--- config.mk ---
export PLATFORM = sky130hd
export DESIGN_NAME = tmds_rx_channel
export DESIGN_NICKNAME = d
export VERILOG_FILES = /design/src/rtl/tmds_pkg.sv /design/src/rtl/tmds_symbol_decode.sv /design/src/rtl/tmds_rx_channel.sv
export SDC_FILE = /design/constraint.sdc
export NUM_CORES = 1
export LEC_CHECK = 0
export BUFFER_PORTS_ARGS = -buffer_cell sky130_fd_sc_hd__clkbuf_2
export CORE_ASPECT_RATIO = 0.7
export CORE_MARGIN = 8
export CORE_UTILIZATION = 45
export DETAILED_ROUTE_END_ITERATION = 12
export SYNTH_ARGS = -nofsm -noshare
export SYNTH_HDL_FRONTEND = slang
export SYNTH_SLANG_ARGS = --single-unit
--- constraint.sdc ---
create_clock -name clk_pixel -period 3.2 [get_ports clk_pixel]
set_clock_uncertainty 0.2 [all_clocks]
set_input_delay 0.16 -clock clk_pixel [delete_from_list [all_inputs] [get_ports clk_pixel]]
set_output_delay 0.16 -clock clk_pixel [all_outputs]
set_load 0.02 [all_outputs]
--- src/rtl/tmds_pkg.sv ---
// Shared TMDS symbol constants, receive-state encoding and the video-data decode function.
package tmds_pkg;

    localparam logic [9:0] CTRL_TOKEN_00 = 10'h354;
    localparam logic [9:0] CTRL_TOKEN_01 = 10'h0AB;
    localparam logic [9:0] CTRL_TOKEN_10 = 10'h154;
    localparam logic [9:0] CTRL_TOKEN_11 = 10'h2AB;

    // Index is the decoded nibble.
    localparam logic [9:0] TERC4_TABLE [16] = '{
        10'h29C, 10'h263, 10'h2E4, 10'h2E2, 10'h171, 10'h11E, 10'h18E, 10'h13C,
        10'h2CC, 10'h139, 10'h19C, 10'h2C6, 10'h28E, 10'h271, 10'h163, 10'h2C3
    };

    typedef enum logic [0:0] {
        StSearch,
        StLocked
    } rx_state_e;

    function automatic logic [7:0] tmds_decode_data(input logic [9:0] sym);
        logic [7:0] q;
        logic [7:0] d;
        q    = sym[9] ? ~sym[7:0] : sym[7:0];
        d[0] = q[0];
        for (int i = 1; i < 8; i++) begin
            d[i] = sym[8] ? (q[i] ^ q[i-1]) : ~(q[i] ^ q[i-1]);
        end
        return d;
    endfunction

endpackage

--- src/rtl/tmds_symbol_decode.sv ---
// Purely combinational classification and decode of one 10-bit TMDS symbol.
module tmds_symbol_decode
    import tmds_pkg::*;
(
    input  logic [9:0] sym,
    output logic [7:0] data,
    output logic       ctrl_valid,
    output logic [1:0] ctrl,
    output logic       terc4_valid,
    output logic [3:0] terc4
);

    always_comb begin
        data        = tmds_decode_data(sym);
        ctrl_valid  = 1'b1;
        ctrl        = 2'b00;
        terc4_valid = 1'b0;
        terc4       = 4'd0;

        case (sym)
            CTRL_TOKEN_00: ctrl = 2'b00;
            CTRL_TOKEN_01: ctrl = 2'b01;
            CTRL_TOKEN_10: ctrl = 2'b10;
            CTRL_TOKEN_11: ctrl = 2'b11;
            default:       ctrl_valid = 1'b0;
        endcase

        for (int i = 0; i < 16; i++) begin
            if (sym == TERC4_TABLE[i]) begin
                terc4_valid = 1'b1;
                terc4       = 4'(i);
            end
        end
    end

endmodule

--- src/rtl/tmds_rx_channel.sv ---
// One TMDS receive channel: bit-slip word alignment against control tokens plus registered
// symbol decode.
module tmds_rx_channel
    import tmds_pkg::*;
#(
    parameter int unsigned CTRL_RUN      = 8,
    parameter int unsigned SEARCH_CYCLES = 4096,
    parameter int unsigned LOSS_CYCLES   = 4096
) (
    input  logic       clk_pixel,
    input  logic       reset_n,
    input  logic [9:0] raw_in,
    output logic       locked,
    output logic [3:0] offset,
    output logic [7:0] data,
    output logic       ctrl_valid,
    output logic [1:0] ctrl,
    output logic       terc4_valid,
    output logic [3:0] terc4
);

    localparam int unsigned RunW    = (CTRL_RUN > 2) ? $clog2(CTRL_RUN) : 1;
    localparam int unsigned SearchW = (SEARCH_CYCLES > 2) ? $clog2(SEARCH_CYCLES) : 1;
    localparam int unsigned LossW   = (LOSS_CYCLES > 2) ? $clog2(LOSS_CYCLES) : 1;
    localparam int unsigned TmrW    = (SearchW > LossW) ? SearchW : LossW;

    rx_state_e         state_q, state_d;
    logic [9:0]        prev_q, sym_q;
    logic [19:0]       combined;
    logic [3:0]        offset_q, offset_d;
    logic [RunW-1:0]   run_q, run_d;
    logic [TmrW-1:0]   tmr_q, tmr_d;
    logic [1:0]        hold_q, hold_d;

    logic [7:0]        dec_data;
    logic              dec_ctrl_valid;
    logic [1:0]        dec_ctrl;
    logic              dec_terc4_valid;
    logic [3:0]        dec_terc4;

    assign combined = {raw_in, prev_q};
    assign locked   = (state_q == StLocked);
    assign offset   = offset_q;

    tmds_symbol_decode u_decode (
        .sym         (sym_q),
        .data        (dec_data),
        .ctrl_valid  (dec_ctrl_valid),
        .ctrl        (dec_ctrl),
        .terc4_valid (dec_terc4_valid),
        .terc4       (dec_terc4)
    );

    // Alignment runs off the registered ctrl_valid, so hold_q masks the two stale symbols
    // still in flight after a slip.
    always_comb begin
        state_d  = state_q;
        offset_d = offset_q;
        run_d    = run_q;
        tmr_d    = tmr_q;
        hold_d   = hold_q;

        unique case (state_q)
            StSearch: begin
                tmr_d = tmr_q + 1'b1;
                if (hold_q != 2'd0) begin
                    run_d  = '0;
                    hold_d = hold_q - 1'b1;
                end else if (ctrl_valid) begin
                    run_d = run_q + 1'b1;
                end else begin
                    run_d = '0;
                end

                if (hold_q == 2'd0 && ctrl_valid && run_q == RunW'(CTRL_RUN - 1)) begin
                    state_d = StLocked;
                    run_d   = '0;
                    tmr_d   = '0;
                end else if (tmr_q == TmrW'(SEARCH_CYCLES - 1)) begin
                    offset_d = (offset_q == 4'd9) ? 4'd0 : offset_q + 4'd1;
                    run_d    = '0;
                    tmr_d    = '0;
                    hold_d   = 2'd2;
                end
            end
            StLocked: begin
                if (ctrl_valid) begin
                    tmr_d = '0;
                end else if (tmr_q == TmrW'(LOSS_CYCLES - 1)) begin
                    state_d = StSearch;
                    tmr_d   = '0;
                    run_d   = '0;
                end else begin
                    tmr_d = tmr_q + 1'b1;
                end
            end
            default: state_d = StSearch;
        endcase
    end

    always_ff @(posedge clk_pixel) begin
        if (!reset_n) begin
            state_q     <= StSearch;
            prev_q      <= '0;
            sym_q       <= '0;
            offset_q    <= '0;
            run_q       <= '0;
            tmr_q       <= '0;
            hold_q      <= '0;
            data        <= '0;
            ctrl_valid  <= 1'b0;
            ctrl        <= '0;
            terc4_valid <= 1'b0;
            terc4       <= '0;
        end else begin
            state_q     <= state_d;
            prev_q      <= raw_in;
            sym_q       <= combined[offset_q +: 10];
            offset_q    <= offset_d;
            run_q       <= run_d;
            tmr_q       <= tmr_d;
            hold_q      <= hold_d;
            data        <= dec_data;
            ctrl_valid  <= dec_ctrl_valid;
            ctrl        <= dec_ctrl;
            terc4_valid <= dec_terc4_valid;
            terc4       <= dec_terc4;
        end
    end

endmodule

==> flow_summary_export.csv <==
group,metric,value,unit
status,status,"completed",
global_routing,grtUsageTotal,15.7,%
sta,timing.fmax,0.437,GHz
sta,rsz0062_at_grt,"no",
sta,max-slew-margin-rel,43.7,%
finish,final_nets,418,
worst_setup_path,cp-end-kind,"flop",
global_routing,grt_start_max_net_pins,24,
finish,drive_gt1_share,18.9,%
sta,period_minus_slack,2.29,ns
flow_run,drv_cap,0,
clocking,cts_resized,0,
synth,seq_area_frac_synth,36.3,%
clocking,post_cts_buffers,0,
clocking,cts_buffers,9,
clocking,cts_tree,"yes",
power_and_ir_drop,leakagePower,1.52,nW
routing,routed.top_layer,"met4",
routing,wl_met3,652,µm
finish,n_antenna_cell,0,
routing,drt-initial-drc-count,232,
routing,route.vias.total,2651,
routing,met2_length,3.06,mm
clocking,clockBufferDepth,2,
worst_setup_path,critPathMaxFanout,4,
global_routing,antenna_found_initial,0,
die,die_x,117,µm
die,coreArea,6820,µm²
finish,multi_input_area,1910,µm²
sta,fin_hold_ws,0.206,ns
placement,gp_congestion,1.00,
routing,detail-route-antenna-nets,0,
routing,wl_met1,3.70,mm
finish,seq_area,1160,µm²
worst_setup_path,arrival,2.30,ns
global_routing,grt_pass1_wl,12.4,mm
power_and_ir_drop,max-vdd-ir-drop,229,µV
placement,io_buffers,32,
synth,syn_inst,346,
global_routing,grt_overflow,0,
clocking,cts.sinks,58,
synth,synth_fp_nets,377,
sta,hold_violations,0,
sta,fin_setup_tns,0,ns
clocking,clk_latency,0.33,ns
hold_path,hp-class,"input port to flop",
clocking,htree_levels,3,
synth,synth_edf_count,0,
sta,worst_pin_slew,0.843,ns
die,dieArea,10100,µm²
routing,dr.pass1.iters,5,
die,boundaryPins,33,
worst_setup_path,worstSetupStartpointType,"flop",
global_routing,grt_pass1_vias,2446,
placement,dp_slack,0.963,ns
routing,drc,0,
die,dieHeight,86.6,µm
synth,synthArstFlopShare,0,%
sta,drv_slew,0,
finish,area_growth,17.0,%
synth,synth_ff_type,"dfxtp_1",
die,core.rowCount,25,
routing,routed_wl,7.48,mm
sta,min_period_over_period,71.4,%
power_and_ir_drop,power_density,441,nW/µm²
synth,avgSynthCellArea,9.25,µm²
routing,wire_per_inst,15.4,µm
die,initial_core_util,47.0,%
sta,fin_ws,0.914,ns
clocking,cts-root-buf,"clkbuf_8",
synth,syn-cell-area,3200,µm²
synth,yosysUniqueCellTypes,50,
clocking,path_clk_slew,0.07,ns
routing,vias_per_cell,5.47,
finish,fillCellCount,645,
synth,ys_warn_count,0,
synth,ys_ff_latch,58,
placement,dp.final_hpwl,5.63,mm
worst_setup_path,crit_type,"flop to flop",
sta,setup_viol,0,
worst_setup_path,worstPathRequired,3.22,ns
power breakdown:
group,switching (mW),internal (mW)
Clock,0.282,0.454
Sequential,0.0196,0.747
Combinational,0.0836,0.0657
cell families (layout without fill, tap and decap cells):
family	Yosys count	after routing	share of synthesized area, %
compound gates	52	52	10.5
xor+xnor	22	22	6.02
fa+ha+maj	19	19	7.42
buf+inv	31	76	4.18
flops	58	58	36.3
mux	36	36	15.0
simple gates	128	128	20.6
final timing paths:
check | startpoint | to | slack [ns] | depth (start not counted)
worst min register to register | run_q[2] | run_q[2] | 0.29 | 1
worst min-delay path | reset_n | terc4[2] | 0.21 | 2
worst max register to register | sym_q[0] | terc4[2] | 0.91 | 7
worst max-delay path | sym_q[0] | terc4[2] | 0.91 | 7
sequential cells by signal (all words and copies together), names as in the netlist:
| signal | count |
|---|---|
| data | 8 |
| terc4_valid | 1 |
| offset | 4 |
| sym_q | 10 |
| ctrl_valid | 1 |
| run_q | 3 |
| ctrl | 2 |
| terc4 | 4 |
| tmr_q | 12 |
| locked | 1 |
| prev_q | 10 |
| hold_q | 2 |
cells in the final DEF, fill, tap and decap left out, drive strengths merged, types with 7 or more instances in the layout:
master / count
a21oi: 14
and2: 12
clkbuf: 42
dfxtp: 58
dlygate4sd3: 10
ha: 19
inv: 15
mux2: 7
mux2i: 20
mux4: 9
nand2: 21
nand3: 9
nand4: 13
nor2: 46
nor3: 7
o21ai: 8
o22ai: 9
xnor2: 12
xor2: 10
cells in the mapped netlist, types with 2 or more instances:
| cell | instances | share of area (%) |
|---|---|---|
| o21a_1 | 3 | 0.70 |
| nor4_1 | 2 | 0.39 |
| nor2_1 | 46 | 5.4 |
| o21ai_0 | 8 | 1.3 |
| buf_2 | 5 | 0.78 |
| and3_1 | 4 | 0.78 |
| xnor2_1 | 12 | 3.3 |
| nand2_1 | 21 | 2.5 |
| nand4_1 | 12 | 2.3 |
| inv_1 | 14 | 1.6 |
| nand2b_1 | 3 | 0.59 |
| and4_1 | 2 | 0.55 |
| ha_1 | 19 | 7.4 |
| nand3_1 | 9 | 1.4 |
| xor2_1 | 10 | 2.7 |
| clkbuf_1 | 8 | 0.94 |
| o22ai_1 | 9 | 1.8 |
| mux2i_1 | 20 | 6.3 |
| a211oi_1 | 2 | 0.47 |
| a22o_1 | 2 | 0.55 |
| a21oi_1 | 14 | 2.2 |
| a31oi_1 | 4 | 0.78 |
| nor3_1 | 7 | 1.1 |
| mux4_2 | 9 | 6.3 |
| mux2_2 | 7 | 2.5 |
| and2_1 | 12 | 2.3 |
| dfxtp_1 | 58 | 36 |
| o31a_1 | 2 | 0.55 |
per-layer routing:
metal,GRT usage [%],vias up
met5,0,-
met4,4.17,0
met3,4.86,7
met2,22.6,115
met1,22.0,1214
li1,-,1315
cell type report:
| type | instances | area share [%] |
|---|---|---|
| multi-input combinational | 257 | 50.9 |
| inverter | 16 | 1.60 |
| clock buffer | 10 | 3.68 |
| clock inverter | 5 | 2.10 |
| timing repair buffer | 45 | 7.55 |
| sequential | 58 | 31.0 |
| tap | 94 | 3.14 |
critical path: stages, from the launching register on:
cell     delay [ns]
dfxtp_1        0.40
inv_1          0.09
ha_1           0.26
and2_1         0.20
and4_1         0.22
nor4_1         0.45
nor3_1         0.09
o31a_1         0.26
what timing repair did:
item,4_1_cts,5_1_grt
endpoints found under the setup margin,0,0
hold buffers,10,0
hold endpoints to repair,10,0
through the flow:
step	std cells	instance area [µm²]	power (mW)	util, %
floorplan	346	3200	0.874	-
global placement	460	3430	0.922	50.3
detailed placement	460	3430	0.922	50.3
CTS	485	3740	1.67	54.9
global route	485	3740	1.73	54.9
finish	485	3740	1.65	54.9
Power figures use the tool's default switching activity.
